--- config.mk ---
export PLATFORM = sky130hd
export DESIGN_NAME = fetch_unit
export DESIGN_NICKNAME = d
export VERILOG_FILES = /design/src/rtl/fetch_unit.sv
export SDC_FILE = /design/constraint.sdc
export NUM_CORES = 1
export LEC_CHECK = 0
export CAP_MARGIN = 15
export CORE_MARGIN = 3
export CORE_UTILIZATION = 48
export DETAILED_ROUTE_END_ITERATION = 10
export GPL_TIMING_DRIVEN = 0
export PLACE_DENSITY = 0.82
export SKIP_LAST_GASP = 1
export SLEW_MARGIN = 20
export SYNTH_ARGS = -nofsm -noshare
export SYNTH_HDL_FRONTEND = slang
export SYNTH_SLANG_ARGS = --single-unit
--- constraint.sdc ---
create_clock -name clk -period 4.7 [get_ports clk]
set_clock_uncertainty 0.05 [all_clocks]
set_input_delay 0.47 -clock clk [delete_from_list [all_inputs] [get_ports clk]]
set_output_delay 0.47 -clock clk [all_outputs]
set_load 0.005 [all_outputs]
--- src/rtl/fetch_unit.sv ---
// rtl/fetch_unit.sv - instruction fetch stage: PC, imem addressing, registered output with valid/ready
//
// Purpose: owns the program counter, addresses the instruction memory
// (combinational read), captures the returned word into an output register
// and hands it to decode with a valid/ready handshake. Aligned redirects
// flush and retarget the PC; a misaligned redirect halts fetch until reset.
//
// Optional feature macro: FETCH_PERF_CNT_EN (adds perf_fetched / perf_stall).
//
// Ports:
//   clk, rst          rising-edge clock, asynchronous active-high reset
//   imem_addr         word address to instruction memory (pc[ADDR_W+1:2])
//   imem_instr        instruction word returned for imem_addr
//   redirect_valid    take redirect_pc as the next PC
//   redirect_pc       redirect target byte address
//   out_valid         out_instr/out_pc/out_pc_plus4 hold a fetched instruction
//   out_ready         decode accepts the output this cycle
//   out_instr         fetched instruction
//   out_pc            byte address of out_instr
//   out_pc_plus4      out_pc + 4 (mod 2^32)
//   misalign_err      sticky; a redirect target was not word aligned
//   perf_fetched      (FETCH_PERF_CNT_EN) count of captures
//   perf_stall        (FETCH_PERF_CNT_EN) count of backpressured FETCH cycles
module fetch_unit #(
  parameter int          ADDR_W   = 6,
  parameter logic [31:0] RESET_PC = 32'h0000_0000
) (
  input  logic              clk,
  input  logic              rst,
  output logic [ADDR_W-1:0] imem_addr,
  input  logic [31:0]       imem_instr,
  input  logic              redirect_valid,
  input  logic [31:0]       redirect_pc,
  output logic              out_valid,
  input  logic              out_ready,
  output logic [31:0]       out_instr,
  output logic [31:0]       out_pc,
  output logic [31:0]       out_pc_plus4,
`ifdef FETCH_PERF_CNT_EN
  output logic [31:0]       perf_fetched,
  output logic [31:0]       perf_stall,
`endif
  output logic              misalign_err
);

  typedef enum logic [1:0] {
    ST_BOOT  = 2'd0,
    ST_FETCH = 2'd1,
    ST_HALT  = 2'd2
  } state_t;

  state_t      state_q, state_d;
  logic [31:0] pc_q, pc_d;
  logic        valid_q, valid_d;
  logic [31:0] instr_q, instr_d;
  logic [31:0] opc_q, opc_d;
  logic [31:0] opc4_q, opc4_d;
  logic        err_q, err_d;
  logic        capture;
  logic        stall_cycle;
  logic        slot_free;

  assign slot_free = !valid_q || out_ready;
  assign imem_addr = pc_q[ADDR_W+1:2];

  always_comb begin
    state_d     = state_q;
    pc_d        = pc_q;
    valid_d     = valid_q;
    instr_d     = instr_q;
    opc_d       = opc_q;
    opc4_d      = opc4_q;
    err_d       = err_q;
    capture     = 1'b0;
    stall_cycle = 1'b0;

    case (state_q)
      ST_BOOT: begin
        // No capture in the boot cycle, but a redirect still steers the PC.
        state_d = ST_FETCH;
        if (redirect_valid) begin
          if (redirect_pc[1:0] != 2'b00) begin
            err_d   = 1'b1;
            state_d = ST_HALT;
          end else begin
            pc_d = redirect_pc;
          end
        end
      end
      ST_FETCH: begin
        if (redirect_valid && (redirect_pc[1:0] != 2'b00)) begin
          err_d   = 1'b1;
          state_d = ST_HALT;
          valid_d = 1'b0;
        end else if (redirect_valid) begin
          // Flush: whatever sits in the output register is wrong-path or
          // already consumed this cycle; either way it is dropped.
          pc_d    = redirect_pc;
          valid_d = 1'b0;
        end else if (slot_free) begin
          capture = 1'b1;
          instr_d = imem_instr;
          opc_d   = pc_q;
          opc4_d  = pc_q + 32'd4;
          valid_d = 1'b1;
          pc_d    = pc_q + 32'd4;
        end else begin
          stall_cycle = 1'b1;
        end
      end
      default: begin
        state_d = ST_HALT;
        valid_d = 1'b0;
      end
    endcase
  end

  always_ff @(posedge clk or posedge rst) begin
    if (rst) begin
      state_q <= ST_BOOT;
      pc_q    <= RESET_PC;
      valid_q <= 1'b0;
      instr_q <= 32'd0;
      opc_q   <= 32'd0;
      opc4_q  <= 32'd0;
      err_q   <= 1'b0;
    end else begin
      state_q <= state_d;
      pc_q    <= pc_d;
      valid_q <= valid_d;
      instr_q <= instr_d;
      opc_q   <= opc_d;
      opc4_q  <= opc4_d;
      err_q   <= err_d;
    end
  end

  assign out_valid    = valid_q;
  assign out_instr    = instr_q;
  assign out_pc       = opc_q;
  assign out_pc_plus4 = opc4_q;
  assign misalign_err = err_q;

`ifdef FETCH_PERF_CNT_EN
  logic [31:0] fetched_q, stall_q;

  always_ff @(posedge clk or posedge rst) begin
    if (rst) begin
      fetched_q <= 32'd0;
      stall_q   <= 32'd0;
    end else begin
      if (capture)     fetched_q <= fetched_q + 32'd1;
      if (stall_cycle) stall_q   <= stall_q + 32'd1;
    end
  end

  assign perf_fetched = fetched_q;
  assign perf_stall   = stall_q;
`else
  logic unused_perf;
  assign unused_perf = capture ^ stall_cycle;
`endif

endmodule

==> impl_metrics.yaml, run 1 <==
run_status:
  outcome: "completed"
critical_path:
  crit_type: "register to register"
  cp_max_fo: 10
  required_ns: 4.93
  end_kind: "register"
  setup.worst_path.start_class: "register"
  crit_arrival_ns: 2.86
cts:
  cts_resized: 0
  insertion_delay_ns: 0.42
  clk_pin_slew_ns: 0.06
  cts_max_path_buffers: 2
  clock_sinks: 130
  cts_tree: "built"
  root_buffer: "clkbuf_16"
  cts_hold_buf: 0
  cts_buffers: 17
  htree_levels: 4
  cts_setup_buffers: 0
cells_and_area:
  multi_input_area_um2: 2550
  final_cell_area_um2: 8650
  final_cells: 1059
  area_growth_pct: 42.4
  nNetsFinal: 947
  fillers: 998
  antenna_cells: 0
  fin_util_pct: 70.9
  drive_gt1_share_pct: 7.07
  area.sequential_um2: 3250
floorplanning:
  start_util_pct: 49.8
  fp-row-count: 40
  chipHeight_um: 119
  core-area_um2: 12200
  die-width_um: 119
  num_io_pins: 172
  dieArea_um2: 14000
sta:
  finalSetupViolations: 0
  timing.final.crit_share_pct: 55.9
  rsz0062_at_grt: "false"
  max_freq_mhz: 380
  worstMarginPinSlew_ns: 0.851
  finalSetupTns_ns: 0
  relSlewSlack_pct: 43.1
  slew_violations: 0
  period_minus_slack_ns: 2.63
  hold_violations: 0
grt:
  grt.overflow.total: 0
  grt_use_total_pct: 26.7
  grt_pass1_wl_um: 30200
  grt_pass1_vias: 5940
  grt_antenna_before_repair: 0
  grt_max_degree: 87
placed_design:
  gp_congestion: 0.944
  dpl-instance-area_um2: 8030
  placed_cells: 1027
  dpl.hpwl_um: 13500
  port_buffers: 171
logic_synthesis:
  synthFlopType: "dfrtp_1"
  synthesis.nets: 756
  synthTopCellsByArea: "dfrtp_1, nand2_1, o211ai_1"
  syn_inst: 687
  seq_area_frac_synth_pct: 53.5
  synth_top_family_by_area: "simple AND/OR/NAND/NOR gates"
  synthMuxAreaShare_pct: 0.329
  synth_cell_types: 52
  synth.avg_cell_area_um2: 8.85
  yosys.area_share.simple_pct: 28.4
  synth_xor_area_share_pct: 1.59
  yosysWarnings: 0
  synth_area_um2: 6080
  synth_edf_count: 0
  synth_top_area_share_pct: 53.5
  synth_fa_ha_area_share_pct: 0.206
  synth_compound_area_share_pct: 11.4
  ys_ff_latch: 130
  postSynth.asyncResetShare_pct: 100
  synth_top_cell_by_area: "dfrtp_1"
detailed_routing:
  dr.pass1.iters: 5
  num_vias: 5881
  drt_wl_total_um: 18700
  ant_nets: 0
  vias_per_cell: 5.55
  drt_iter0_drc: 505
  drc_errors: 0
  wl_per_cell_um: 17.7
pwr:
  vdd_ir_drop_max_mv: 0.248
  total_power_mw: 2.99
  p_leak_nw: 3.94
  power_density_nw_per_um2: 345
flow_run:
  maxCapViolations: 0
min_path:
  hold_class: "primary input to asynchronous set/reset pin"
[worst paths after layout]
path                       cells past startpoint  slack, ns         start          endpoint
min reg2reg                                    2       0.42  out_instr[1]      out_instr[1]
max                                            7       2.07       pc_q[2]  out_pc_plus4[28]
min in group clk                               2       0.42  out_instr[1]      out_instr[1]
min                                            2       0.40           rst     out_instr[19]
max in group asynchronous                      3       3.48           rst  out_pc_plus4[23]
max reg2reg                                    7       2.07       pc_q[2]  out_pc_plus4[28]
[metal layers]
layer / vias up / track usage, % / part of all wire, %
met5: - / 0 / 0
li1: 2739 / - / -
met4: 0 / 9.99 / 1.7
met3: 34 / 6.27 / 8.1
met1: 2815 / 35.4 / 43
met2: 293 / 42.8 / 47
[layout by cell type (no fill, tap or decap), types with 17 or more instances in the layout]
| master | synthesis | layout |
|---|---|---|
| nand2_1 | 249 | 249 |
| clkbuf_16 | 0 | 17 |
| nand3_1 | 29 | 29 |
| o21ai_0 | 26 | 26 |
| dfrtp_1 | 130 | 130 |
| clkbuf_1 | 30 | 32 |
| o211ai_1 | 27 | 27 |
| clkdlybuf4s50_1 | 0 | 171 |
[cells in the mapped netlist, drive strengths merged, types with 4 or more instances]
library cell / number
a21oi: 16
a22oi: 7
a31oi: 4
and2: 4
and3: 14
and4: 6
buf: 25
clkbuf: 30
dfrtp: 130
inv: 5
nand2: 249
nand3: 30
nand4: 14
nor2: 17
nor3: 16
o211ai: 28
o21ai: 27
o22ai: 4
o311ai: 5
or4: 11
xnor2: 6
xor2: 5
[worst max-delay path, cell delays in order (launching register included)]
cell	delay [ns]
dfrtp_1	0.49
ha_1	0.29
and3_1	0.17
buf_2	0.20
nand4_1	0.39
clkbuf_1	0.40
nor3_1	0.36
o211ai_1	0.15
[cell type report]
type	count	share of cell area, %
plain buffers	55	2.96
clock buffers	23	5.64
clock inverters	9	1.46
inverters	5	0.304
multi-input cells	497	29.5
flip-flops and latches	130	37.6
well taps	168	2.43
repair buffers	172	20.1
[report_power, final]
group / switching [mW] / leakage [nW] / internal, mW
Clock: 0.475 / 0.303 / 0.888
Sequential: 0.0755 / 1.74 / 1.20
Combinational: 0.143 / 1.89 / 0.211
Total: 0.694 / 3.94 / 2.30
[flip-flops by register name, indices dropped and copies added, names as in the netlist]
| register | cells |
|---|---|
| out_pc | 32 |
| state_q | 2 |
| pc_q | 32 |
| out_pc_plus4 | 30 |
| misalign_err | 1 |
| out_valid | 1 |
| out_instr | 32 |
[cell families (layout without fill, tap and decap cells)]
group	count (synthesis)	count (layout)
multiplexers	2	2
AO/OA/AOI/OAI	104	104
buffers and inverters	60	264
adder cells (fa/ha/maj)	1	1
flip-flops	130	130
AND/OR/NAND/NOR	379	379
XOR/XNOR	11	11
[per-stage QoR]
stage                     worst slack, ns  hold WS [ns]
final                                2.07         0.395
after global routing                 1.93         0.428
after CTS                            2.06         0.400
after detailed placement             1.64         0.411
after global placement              -1.05         0.399
after floorplan                     0.711         0.380
Power figures use the tool's default switching activity.
==> inputs of run 2 (changes only) <==
- CORE_UTILIZATION: 48 -> 43
- PLACE_DENSITY: 0.82 -> 0.78
- clock period: 4.7 -> 2.4 ns (I/O delays scaled with it)
==> run 2 against run 1 <==
Sequential power up 96%; total power up 98%; die area up 11%; worst hold slack worse by 0.15 ns; largest power group unchanged; core utilization down 5.9 points; flip-flop and latch count unchanged; critical endpoint is now pc_q[25].
==> impl_metrics.yaml, run 2 (synthesis results as in run 1) <==
detailed_routing:
  drt_iter0_drc: 494
  drt_wl_total_um: 18500
  wl_per_cell_um: 17.2
  vias_per_cell: 5.47
  num_vias: 5860
  dr.pass1.iters: 5
  drc_errors: 0
  ant_nets: 0
floorplanning:
  dieArea_um2: 15600
  num_io_pins: 172
  start_util_pct: 45.0
  core-area_um2: 13500
  fp-row-count: 42
  die-width_um: 125
  chipHeight_um: 125
critical_path:
  end_kind: "register"
  setup.worst_path.start_class: "register"
  required_ns: 2.69
  crit_type: "register to register"
  crit_arrival_ns: 2.61
  crit_chain: "nor3b_1 > clkbuf_1 > clkbuf_1 > o311ai_0 > nand3_1"
  cp_slowest_cell: "clkbuf_1"
  crit_top_cell: "clkbuf_1"
  reg2reg_slack_ns: 0.08
  slowest_delay_ns: 0.55
  cp_max_fo: 10
cts:
  clock_sinks: 130
  cts_hold_buf: 0
  cts_buffers: 17
  clk_pin_slew_ns: 0.06
  root_buffer: "clkbuf_16"
  htree_levels: 4
  cts_tree: "built"
  cts_max_path_buffers: 2
  insertion_delay_ns: 0.42
cells_and_area:
  nNetsFinal: 951
  layout.cells.most_common: "nand2_1"
  area_growth_pct: 44.3
  final_cell_mix: "nand2_1, clkdlybuf4s50_1, dfrtp_1, nand3_1, o211ai_1"
  antenna_cells: 0
  drive_gt1_share_pct: 8.94
placed_design:
  dpl.hpwl_um: 13300
  port_buffers: 171
  gp_congestion: 0.872
pwr:
  power_density_nw_per_um2: 676
  pwr-share-clk_pct: 46.0
  combPwrFrac_pct: 12.1
  p_int_mw: 4.56
  netSwitchingFraction_pct: 23.1
  seq_power_share_pct: 42.0
  total_power_mw: 5.93
  p_leak_nw: 3.99
  p_sw_mw: 1.37
  vdd_ir_drop_max_mv: 0.545
grt:
  grt_max_degree: 34
  grt_pass1_vias: 5767
  grt_antenna_before_repair: 0
  grt_use_total_pct: 23.9
  grt.overflow.total: 0
  grt_pass1_wl_um: 30000
sta:
  timing.final.crit_share_pct: 96.6
  period_minus_slack_ns: 2.32
  relSlewSlack_pct: 45.8
  max_freq_mhz: 431
  worstMarginPinSlew_ns: 0.810
  hold_violations: 0
  finalSetupViolations: 0
  rsz0062_at_grt: "true"
  slew_violations: 0
  hold_ws_ns: 0.246
run_status:
  outcome: "completed"
flow_run:
  maxCapViolations: 0
min_path:
  hold_class: "primary input to asynchronous set/reset pin"
run 2: metrics by stage:
stage | cell area (um2) | std cells | setup TNS, ns | util (%) | worst slack, ns
3_5_place_dp | 8110 | 1038 | -27.45 | 60.0 | -0.438
2_1_floorplan | 6080 | 687 | 0 | - | 0.463
3_3_place_gp | 8010 | 1034 | -120.56 | 59.3 | -0.742
6_report | 8770 | 1071 | 0 | 64.9 | 0.0812
4_1_cts | 8740 | 1071 | 0 | 64.7 | 0.0321
5_1_grt | 8770 | 1071 | -0.0683 | 64.9 | -0.0319
run 2: final cells by class:
class,count,area (um2)
inverters,5,22.5
repair buffers,176,1810
clock inverters,10,156
well taps,176,220
multi-input cells,497,2570
clock buffers,22,464
plain buffers,55,270
flip-flops and latches,130,3250
fillers,1152,4740
run 2: power by group through the flow:
stage          combinational, mW  sequential [mW]  clock [mW]
2_1_floorplan              0.287             2.50           0
3_3_place_gp               0.682             2.51           0
3_5_place_dp               0.714             2.52           0
4_1_cts                    0.721             2.48        2.76
5_1_grt                    0.783             2.50        2.86
6_report                   0.715             2.49        2.72
run 2: timing repair:
action / in CTS / in global routing
setup endpoints to repair: 48 / 77
endpoints found under the hold margin: 0 / 0
resized for setup: 6 / 15
setup buffers: 1 / 0
pin swaps: 1 / 0
run 2: routing by layer:
layer | wire, um | global-route usage [%] | share of wire, % | vias up
li1 | - | - | - | 2760
met1 | 8060 | 32.6 | 44 | 2778
met2 | 8580 | 37.8 | 46 | 290
met3 | 1550 | 6.35 | 8.4 | 32
met4 | 289 | 7.02 | 1.6 | 0
met5 | 0 | 0 | 0 | -
run 2: path summary, 6_finish.rpt:
path                       depth (start not counted)       endpoint           start
max                                                5       pc_q[25]      state_q[1]
min                                                2   out_instr[9]             rst
max reg2reg                                        5       pc_q[25]      state_q[1]
min reg2reg                                        2  out_instr[28]   out_instr[28]
max in group asynchronous                          5  out_instr[26]             rst
min in group clk                                   3  out_instr[30]  imem_instr[30]
run 2: critical path: cells and delay by family, from the launching register on:
kind            cells  cell delay [ns]
simple gates        2             0.50
compound gates      1             0.27
flops               1             0.45
buf+inv             2             0.97
==> inputs of run 3 (changes only) <==
- ABC_AREA: not set -> 1
- PLACE_DENSITY: 0.78 -> not set
- PLACE_DENSITY_LB_ADDON: not set -> 0.15
==> run 3 against run 2 <==
Setup slack improved by 0.34 ns; non-clock buffer count fell by 16; worst hold slack got worse by 0.034 ns; critical path depth rose by 5; critical path type unchanged; area after synthesis rose by 0.21%; global-route usage fell by 0.66 points; wire length fell by 1.1%; register-to-register slack improved by 0.34 ns; highest routed layer unchanged; critical endpoint is now pc_q[26]; die area rose by 0.20%; sequential power fell by 5%.
==> impl_metrics.yaml, run 3 <==
run_status:
  outcome: "completed"
logic_synthesis:
  seq_area_frac_synth_pct: 53.4
  synth_xor_area_share_pct: 1.29
  synthMuxAreaShare_pct: 0
  synth.avg_cell_area_um2: 7.68
  synth_cell_types: 26
  postSynth.asyncResetShare_pct: 100
  synth_top_area_share_pct: 53.4
  yosysWarnings: 0
  yosys.area_share.simple_pct: 32.1
  synth_fa_ha_area_share_pct: 0.205
  synth_top_cell_by_area: "dfrtp_1"
  yosysMostFrequentCell: "nand2_1"
  synth_edf_count: 0
  synthesis.nets: 862
  synthTopCellsByArea: "dfrtp_1, nand2_1, nor2_1"
  ys_ff_latch: 130
  yosys-top-cells-count: "nand2_1, dfrtp_1, nor2_1"
  syn_inst: 793
  synthFlopType: "dfrtp_1"
  synth_area_um2: 6090
  synth_top_family_by_area: "simple AND/OR/NAND/NOR gates"
  synth_compound_area_share_pct: 6.37
cells_and_area:
  nNetsFinal: 1056
  drive_gt1_share_pct: 8.10
  area_growth_pct: 43.4
  layout.cells.most_common: "nand2_1"
  antenna_cells: 0
  final_cell_mix: "nand2_1, clkdlybuf4s50_1, dfrtp_1, nor2_1"
  area.sequential_um2: 3250
  fillers: 1213
  multi_input_area_um2: 2430
critical_path:
  setup.worst_path.start_class: "register"
  crit_chain: "ha_1 > inv_1 > nor2_1 > nand2_2 > nor2_4 > nand2_1 > nand2_1 > nand3_1 > nand2_1 > nand2_1"
  crit_family: "simple AND/OR/NAND/NOR gates"
  critPathBufInv: 1
  ff2ff_path_depth: 10
  crit_top_cell: "nand2_1"
  crit_type: "register to register"
  reg2reg_slack_ns: 0.42
  end_kind: "register"
  slowest_delay_ns: 0.48
  cp.depth: 10
  crit_arrival_ns: 2.23
  r2r_start: "pc_q[3]"
  regToRegEndpoint: "pc_q[26]"
  cp_max_fo: 6
  required_ns: 2.65
  critPathLaunch: "pc_q[3]"
  cp_slowest_cell: "dfrtp_1"
pwr:
  seq_power_share_pct: 42.1
  power_density_nw_per_um2: 642
  p_leak_nw: 4.20
  pwr-share-clk_pct: 48.9
  combPwrFrac_pct: 9.0
  vdd_ir_drop_max_mv: 0.465
  p_sw_mw: 1.22
  netSwitchingFraction_pct: 21.8
  p_int_mw: 4.38
cts:
  cts_resized: 0
  cts_setup_buffers: 0
  cts_max_path_buffers: 2
  insertion_delay_ns: 0.42
  htree_levels: 4
  cts_tree: "built"
  cts_hold_buf: 0
  cts_buffers: 17
  root_buffer: "clkbuf_16"
  clk_pin_slew_ns: 0.06
  clock_sinks: 130
placed_design:
  dpl.hpwl_um: 13500
  port_buffers: 171
  post-place-ws_ns: 0.408
  gp_congestion: 0.868
grt:
  grt.overflow.total: 0
  grt_antenna_before_repair: 0
  grt_pass1_vias: 5740
  grt_use_total_pct: 23.3
  grt_max_degree: 32
  grt_pass1_wl_um: 29100
sta:
  hold_violations: 0
  relSlewSlack_pct: 57.3
  fin_ws_ns: 0.419
  finalSetupViolations: 0
  period_minus_slack_ns: 1.98
  worstMarginPinSlew_ns: 0.638
  rsz0062_at_grt: "false"
  slew_violations: 0
  hold_ws_ns: 0.212
  timing.final.crit_share_pct: 82.5
  max_freq_mhz: 505
detailed_routing:
  dr.pass1.iters: 5
  drt_iter0_drc: 406
  num_vias: 5847
  vias_per_cell: 4.97
  wl_per_cell_um: 15.5
  drc_errors: 0
  drt_wl_total_um: 18300
  ant_nets: 0
floorplanning:
  chipHeight_um: 125
  fp-row-count: 42
  num_io_pins: 172
  core-area_um2: 13600
  start_util_pct: 44.9
  dieArea_um2: 15600
  die-width_um: 125
min_path:
  hold_class: "primary input to asynchronous set/reset pin"
flow_run:
  maxCapViolations: 0
run 3: cells by family (layout without fill, tap and decap cells):
kind of cell	after synthesis	after routing
and+or+nand+nor	495	495
DFF	130	130
buffers and inverters	86	293
AOI/OAI and AO/OA	72	72
xor gates and xnor gates	9	9
adders and majority gates	1	1
run 3: worst max path at each step:
stage                     slack (ns)          endpoint
after floorplan                 0.50      misalign_err
after detailed placement        0.41     out_instr[22]
final                           0.42          pc_q[26]
after CTS                       0.41          pc_q[26]
after global routing            0.26          pc_q[26]
after global placement         -0.75  out_pc_plus4[22]
run 3: area by class of cell:
cell class | count | share of cell area [%]
inverter | 46 | 2.02
clock buffer | 22 | 5.43
tap | 176 | 2.52
clock inverter | 10 | 1.78
sequential | 130 | 37.2
multi-input combinational | 577 | 27.9
buffer | 40 | 2.62
timing repair buffer | 175 | 20.5
run 3: power by group through the flow:
stage / Sequential, mW / Clock (mW) / Combinational [mW]
6_report: 2.36 / 2.74 / 0.505
5_1_grt: 2.37 / 2.87 / 0.561
4_1_cts: 2.36 / 2.78 / 0.513
3_5_place_dp: 2.40 / 0 / 0.509
3_3_place_gp: 2.39 / 0 / 0.487
2_1_floorplan: 2.38 / 0 / 0.199
run 3: metal layers:
layer / GRT usage [%] / vias up / routed length (um)
met2: 36.7 / 236 / 8390
met1: 31.7 / 2739 / 8260
met3: 4.48 / 37 / 1100
met5: 0 / - / 0
li1: - / 2835 / -
met4: 9.69 / 0 / 512
run 3: through the flow:
step           setup TNS [ns]  power [mW]  instance area [um2]  utilization, %  std cells
2_1_floorplan               0        2.58                 6090               -        793
3_3_place_gp           -96.23        2.88                 8030            59.2       1140
3_5_place_dp                0        2.90                 8110            59.8       1144
4_1_cts                     0        5.66                 8730            64.4       1176
5_1_grt                     0        5.80                 8730            64.4       1176
6_report                    0        5.60                 8730            64.4       1176
run 3: worst register-to-register path, cell delays in order (launching register included):
cell     delay (ns)
dfrtp_1        0.48
ha_1           0.34
inv_1          0.09
nor2_1         0.17
nand2_2        0.15
nor2_4         0.22
nand2_1        0.07
nand2_1        0.07
nand3_1        0.09
nand2_1        0.09
nand2_1        0.05
